$ cat src/rtl/sysbus_arbiter_if.sv
// sysbus_arbiter_if: Sysbus request/response channel; master drives reqcyc/req/reqtag/respack, slave drives reqack/respcyc/resp/resptag
interface sysbus_arbiter_if #(
    parameter int DATA_WIDTH = 64,
    parameter int TAG_WIDTH  = 13
);
    logic                  reqcyc;
    logic [DATA_WIDTH-1:0] req;
    logic [TAG_WIDTH-1:0]  reqtag;
    logic                  reqack;
    logic                  respcyc;
    logic [DATA_WIDTH-1:0] resp;
    logic [TAG_WIDTH-1:0]  resptag;
    logic                  respack;
    modport master (output reqcyc, req, reqtag, respack, input reqack, respcyc, resp, resptag);
    modport slave  (input reqcyc, req, reqtag, respack, output reqack, respcyc, resp, resptag);
endinterface

$ cat src/rtl/sysbus_arbiter.sv
// sysbus_arbiter: round-robin whole-transaction arbiter of fetch (f) and data (d) requesters onto one Sysbus master (bus); ports clk, reset (async), f/d slave channels, bus master channel, proto_err pulse
module sysbus_arbiter #(
    parameter int DATA_WIDTH = 64,
    parameter int TAG_WIDTH  = 13,
    parameter int BEATS      = 8
) (
    input  logic                    clk,
    input  logic                    reset,
    sysbus_arbiter_if.slave         f,
    sysbus_arbiter_if.slave         d,
    sysbus_arbiter_if.master        bus,
    output logic                    proto_err
);
    localparam int BW = $clog2(BEATS) + 1;
    localparam logic [BW-1:0] LAST_BEAT = BW'(BEATS - 1);
    typedef enum logic [1:0] {IDLE, REQ, WDATA, RESP} state_t;
    state_t                  state, state_n;
    logic                    owner, owner_n, last, last_n, is_write, is_write_n;
    logic [BW-1:0]           beat, beat_n;
    logic                    gd, adv, in_req, in_fwd, in_resp;
    logic                    o_reqcyc, o_respack;
    logic [DATA_WIDTH-1:0]   o_req;
    logic [TAG_WIDTH-1:0]    o_reqtag;
    assign o_reqcyc  = owner ? d.reqcyc  : f.reqcyc;
    assign o_req     = owner ? d.req     : f.req;
    assign o_reqtag  = owner ? d.reqtag  : f.reqtag;
    assign o_respack = owner ? d.respack : f.respack;
    assign in_req  = state == REQ;
    assign in_fwd  = in_req || state == WDATA;
    assign in_resp = state == RESP;
    // d wins when it is alone, or on a tie when f was granted last
    assign gd  = d.reqcyc && (!f.reqcyc || !last);
    assign adv = (state == WDATA && o_reqcyc) || (in_resp && bus.respcyc && o_respack);
    always_comb begin
        state_n    = state;
        owner_n    = owner;
        last_n     = last;
        is_write_n = is_write;
        beat_n     = beat;
        if (state == IDLE && (f.reqcyc || d.reqcyc)) begin
            owner_n    = gd;
            last_n     = gd;
            is_write_n = ~(gd ? d.reqtag[TAG_WIDTH-1] : f.reqtag[TAG_WIDTH-1]);
            state_n    = REQ;
        end
        if (in_req && bus.reqack) begin
            state_n = is_write ? WDATA : RESP;
            beat_n  = '0;
        end
        if (adv) begin
            beat_n  = beat == LAST_BEAT ? '0 : beat + 1'b1;
            state_n = beat == LAST_BEAT ? IDLE : state;
        end
    end
    always_ff @(posedge clk or posedge reset) begin
        if (reset) begin
            state     <= IDLE;
            owner     <= 1'b0;
            last      <= 1'b1;
            is_write  <= 1'b0;
            beat      <= '0;
            proto_err <= 1'b0;
        end else begin
            state     <= state_n;
            owner     <= owner_n;
            last      <= last_n;
            is_write  <= is_write_n;
            beat      <= beat_n;
            proto_err <= bus.respcyc && !in_resp;
        end
    end
    assign bus.reqcyc  = in_fwd && o_reqcyc;
    assign bus.req     = in_fwd ? o_req : '0;
    assign bus.reqtag  = in_fwd ? o_reqtag : '0;
    assign bus.respack = in_resp && o_respack;
    assign f.reqack    = in_req && !owner && bus.reqack;
    assign d.reqack    = in_req && owner && bus.reqack;
    assign f.respcyc   = in_resp && !owner && bus.respcyc;
    assign d.respcyc   = in_resp && owner && bus.respcyc;
    assign f.resp      = in_resp ? bus.resp : '0;
    assign d.resp      = in_resp ? bus.resp : '0;
    assign f.resptag   = in_resp ? bus.resptag : '0;
    assign d.resptag   = in_resp ? bus.resptag : '0;
endmodule

$ cat src/flat_wrapper.sv
// flat-port wrapper written by rule: the top's interface ports become plain ports
module sysbus_arbiter_flat 
#(
    parameter int DATA_WIDTH = 64,
    parameter int TAG_WIDTH  = 13,
    parameter int BEATS      = 8
)
  (clk, reset, proto_err, f_reqcyc, f_req, f_reqtag, f_respack, f_reqack, f_respcyc, f_resp, f_resptag, d_reqcyc, d_req, d_reqtag, d_respack, d_reqack, d_respcyc, d_resp, d_resptag, bus_reqcyc, bus_req, bus_reqtag, bus_respack, bus_reqack, bus_respcyc, bus_resp, bus_resptag);
  sysbus_arbiter_if #(.DATA_WIDTH(DATA_WIDTH), .TAG_WIDTH(TAG_WIDTH)) f_i ();
  sysbus_arbiter_if #(.DATA_WIDTH(DATA_WIDTH), .TAG_WIDTH(TAG_WIDTH)) d_i ();
  sysbus_arbiter_if #(.DATA_WIDTH(DATA_WIDTH), .TAG_WIDTH(TAG_WIDTH)) bus_i ();
  input  logic clk;
  input  logic reset;
  output logic proto_err;
  input wire logic [$bits(f_i.reqcyc)-1:0] f_reqcyc;
  input wire logic [$bits(f_i.req)-1:0] f_req;
  input wire logic [$bits(f_i.reqtag)-1:0] f_reqtag;
  input wire logic [$bits(f_i.respack)-1:0] f_respack;
  output wire logic [$bits(f_i.reqack)-1:0] f_reqack;
  output wire logic [$bits(f_i.respcyc)-1:0] f_respcyc;
  output wire logic [$bits(f_i.resp)-1:0] f_resp;
  output wire logic [$bits(f_i.resptag)-1:0] f_resptag;
  input wire logic [$bits(d_i.reqcyc)-1:0] d_reqcyc;
  input wire logic [$bits(d_i.req)-1:0] d_req;
  input wire logic [$bits(d_i.reqtag)-1:0] d_reqtag;
  input wire logic [$bits(d_i.respack)-1:0] d_respack;
  output wire logic [$bits(d_i.reqack)-1:0] d_reqack;
  output wire logic [$bits(d_i.respcyc)-1:0] d_respcyc;
  output wire logic [$bits(d_i.resp)-1:0] d_resp;
  output wire logic [$bits(d_i.resptag)-1:0] d_resptag;
  output wire logic [$bits(bus_i.reqcyc)-1:0] bus_reqcyc;
  output wire logic [$bits(bus_i.req)-1:0] bus_req;
  output wire logic [$bits(bus_i.reqtag)-1:0] bus_reqtag;
  output wire logic [$bits(bus_i.respack)-1:0] bus_respack;
  input wire logic [$bits(bus_i.reqack)-1:0] bus_reqack;
  input wire logic [$bits(bus_i.respcyc)-1:0] bus_respcyc;
  input wire logic [$bits(bus_i.resp)-1:0] bus_resp;
  input wire logic [$bits(bus_i.resptag)-1:0] bus_resptag;
  assign f_i.reqcyc = f_reqcyc;
  assign f_i.req = f_req;
  assign f_i.reqtag = f_reqtag;
  assign f_i.respack = f_respack;
  assign f_reqack = f_i.reqack;
  assign f_respcyc = f_i.respcyc;
  assign f_resp = f_i.resp;
  assign f_resptag = f_i.resptag;
  assign d_i.reqcyc = d_reqcyc;
  assign d_i.req = d_req;
  assign d_i.reqtag = d_reqtag;
  assign d_i.respack = d_respack;
  assign d_reqack = d_i.reqack;
  assign d_respcyc = d_i.respcyc;
  assign d_resp = d_i.resp;
  assign d_resptag = d_i.resptag;
  assign bus_reqcyc = bus_i.reqcyc;
  assign bus_req = bus_i.req;
  assign bus_reqtag = bus_i.reqtag;
  assign bus_respack = bus_i.respack;
  assign bus_i.reqack = bus_reqack;
  assign bus_i.respcyc = bus_respcyc;
  assign bus_i.resp = bus_resp;
  assign bus_i.resptag = bus_resptag;
  sysbus_arbiter #(.DATA_WIDTH(DATA_WIDTH), .TAG_WIDTH(TAG_WIDTH), .BEATS(BEATS)) u_core (.clk(clk), .reset(reset), .f(f_i), .d(d_i), .bus(bus_i), .proto_err(proto_err));
endmodule
$ cat config.mk
export PLATFORM = sky130hd
export DESIGN_NAME = sysbus_arbiter_flat
export DESIGN_NICKNAME = d
export VERILOG_FILES = /design/src/rtl/sysbus_arbiter_if.sv /design/src/rtl/sysbus_arbiter.sv /design/src/flat_wrapper.sv
export SDC_FILE = /design/constraint.sdc
export NUM_CORES = 1
export LEC_CHECK = 0
export BUFFER_PORTS_ARGS = -buffer_cell sky130_fd_sc_hd__buf_2
export CAP_MARGIN = 10
export CORE_AREA = 2 2 183 185
export CTS_CLUSTER_DIAMETER = 200
export DETAILED_ROUTE_END_ITERATION = 10
export DIE_AREA = 0 0 185 187
export PLACE_DENSITY_LB_ADDON = 0.25
export SETUP_SLACK_MARGIN = 0.05
export SYNTH_ARGS = -nofsm -noshare
export SYNTH_HDL_FRONTEND = slang
export SYNTH_SLANG_ARGS = --single-unit
$ cat constraint.sdc
create_clock -name clk -period 1.8 [get_ports clk]
set_clock_uncertainty 0.05 [all_clocks]
set_input_delay 0.36 -clock clk [delete_from_list [all_inputs] [get_ports clk]]
set_output_delay 0.36 -clock clk [all_outputs]
set_load 0.01 [all_outputs]
==> impl_results.md <==
* Post-Synthesis Cells at 396
* Synth warn at 0
* Clk pin slew, worst setup/hold paths at 40 ps
* Die ar. at 34,600 sq um
* Synth area leaders: mux2i_1 (26%), buf_4 (19%), nor2b_1 (17%)
* Synthesized area at 3017 sq um
* Wirelength, routed at 24.49 mm
* Min Tclk post-route at 2017 ps
* Top sig layer: met4
* Final Non-Filler Cells at 1,273
* Root Driver: clkbuf_16
* Via density at 3.474
* Total gr overflow at 0
* Final Hold Vio Count at 0
* RePlAce Congestion at 0.7770
* #FFs+latches synth at 10
* Setup ws final at -216.5 ps
* Area Overhead vs Synth at 130.7%
* Worst path max stage delay at 400 ps
* Critical Path Sink Type: output port
* TritonCTS clock tree: built
* Post-synth EDFFs at 0
* Routed len/inst at 19.24 microns
* Headroom to the max-slew limit at 0.6792
* Outcome: finished with violations
* Pre-CTS WS at -66.26 ps
* Met2 Routed Length at 13.04 mm
* Dpl hpwl at 19.21 mm
* Worst Tran Pin Value at 476.2 ps
* Worst setup path start: u_core.state[1]
* Critical Path RT at 1390 ps
* MaxCap Viol Count at 0
* Clock buffer count from CTS at 3
* Vias at 4,422
* R2R depth at 6
* Max clock buf depth at 2
* Setup Crit Path Kind: flip-flop to output port
* Critical-path maximum fanout at 9
* Largest net degree at the start of global routing at 72
* Fraction of registers with async set/reset at 1.000
* Critical path's slowest cell: dfrtp_1
* Unrepaired setup endpoints after global routing: true
* Crit-path cells: buf_6 > ha_4 > buf_12 > clkbuf_16 > and2_4 > buf_2
* Top FF cell, synth: dfrtp_1
* Final count of negative-setup-slack endpoints at 236
* Global-route wire length before repair at 29.01 mm
* Clock latency on the worst-skew pair at 240 ps
* Share of cells above drive strength 1 at 0.7830
* Register area share after synthesis at 0.08337
* Synthesized Nets at 640
* Failing checks: setup timing
* Worst ir drop on vdd at 923.4 uV
* Total Nets Final at 1,070
* Worst path arrival time at 1610 ps
* Die height at 187 microns
* Placed Instances at 1,244
* Vias in the first global route at 4,130
* Area after DPL at 5593 sq um
* Die width at 185 microns
* Synth area leader: mux2i_1
* Crit path launch type: flip-flop
* FP Rows at 67
* Leak at 3.853 nW
* Slew Limit Fails at 0
* Pre-Repair DR Iteration Count at 4
* H-tree depth at 1
* Yosys top cell area share at 0.2621
* Fmax at 0.4959 GHz
* Starting Density at 0.09180
* Clk sink count at 10
* Wl on met1 at 9.405 mm
* Io pins at 477
* 1st-iter DRT viols at 92
* Buffers added on ports at 476
* DR WL met3 at 1.771 mm
* CORE AREA at 32,860 sq um
* Total negative slack at -32,390 ps
* Cell variety after synth at 29
* Fin crit share at 1.120
* Routed Antenna Nets at 0
* Drt drc at 0
* Overall routing resource usage at 0.1167
* Design Area, Final at 6959 sq um
* Hold crit path type: input port to asynchronous set/reset pin
* Initial antenna violation count at 2
* Post-Syn Area per Cell at 7.618 sq um
* Power Density at 1817 nW/um^2
* Worst r2r src: u_core.state[1]
* Antenna Cells at 0
* Flop2flop setup slack at -10 ps
-- synthesized netlist by cell type (2+ instances only) --
master	instances
inv_1	4
mux2i_1	79
and3_1	3
nor2b_1	80
nand2b_1	2
ha_1	5
a21oi_1	4
a21o_1	3
nor2_1	4
nand2_1	8
and2_1	77
clkbuf_1	16
buf_2	9
o21ai_0	2
nor3_1	2
buf_4	77
dfrtp_1	9
-- state kept, by name, summed over array words and instances (netlist names) --
register and count:
u_core.beat 4, u_core.proto_err 1, u_core.is_write 1, u_core.owner 1
u_core.last 1, u_core.state 2
-- report_power, final --
group          leakage (nW)  switching [mW]  internal (mW)
logic                  3.69            5.54           6.25
registers             0.121           0.110          0.337
clock network        0.0382           0.108          0.297
total                  3.85            5.76           6.88
-- worst max-delay path: cells and delay by family (launching register included) --
kind / cells / cell delay (ps)
buf+inv: 4 / 580
flops: 1 / 400
fa+ha+maj: 1 / 220
simple gates: 1 / 160
-- layout make-up --
class | count | area (sq um)
Sequential cell | 10 | 256.5
Timing Repair Buffer | 527 | 3533
Tap cell | 448 | 560.5
Fill cell | 3728 | 25900
Inverter | 4 | 15.01
Clock buffer | 4 | 78.83
Multi-Input combinational cell | 280 | 2515
-- kinds of logic after synthesis --
family	Yosys count	synth area share
AND/OR/NAND/NOR	178	0.3579
buffers and inverters	106	0.2314
multiplexers	79	0.2621
AO/OA/AOI/OAI	18	0.04438
flip-flops	10	0.08337
adder cells (fa/ha/maj)	5	0.02074
-- timing repair --
action,4_1_cts,5_1_grt
endpoints found under the setup margin,227,242
pin swaps,0,3
cloned,3,10
hold buffers,0,0
buffers inserted,2,13
gates resized for setup,53,161
-- layout by cell type, fill, tap and decap left out, types with 3 or more instances in the layout --
cell type  count
nor2b_1       34
and2_2         3
buf_6         74
mux2i_2        6
buf_16         3
buf_12         9
a21oi_1        3
buf_8          3
buf_2        400
nand2_1        6
nor2_1         3
buf_4         32
nor2b_4       16
dfrtp_1        7
and2_1        33
and2_4        41
mux2i_1       69
nor2b_2       30
clkbuf_16      9
a21o_1         3
mux2i_4        4
ha_4           3
-- worst paths after layout --
check,endpoint
min reg2reg,u_core.state[0]
max reg2reg,u_core.state[1]
min,u_core.beat[1]
max,f_resp[5]
max in group asynchronous,u_core.owner
min in group clk,u_core.last
-- layer usage --
metal / global-route usage / up-vias
met5: 0 / -
met4: 0.004579 / 0
met3: 0.02142 / 21
met2: 0.2263 / 303
met1: 0.1378 / 2012
li1: - / 2086
-- per-stage QoR --
stage	total power [mW]	utilization	hold WS, ps
finish	12.65	0.2118	63.07
global placement	8.888	0.1702	326.2
CTS	10.27	0.1805	78.67
detailed placement	8.804	0.1702	331.4
global route	13.42	0.2118	100.7
floorplan	5.567	-	149.5
Power figures use the tool's default switching activity.
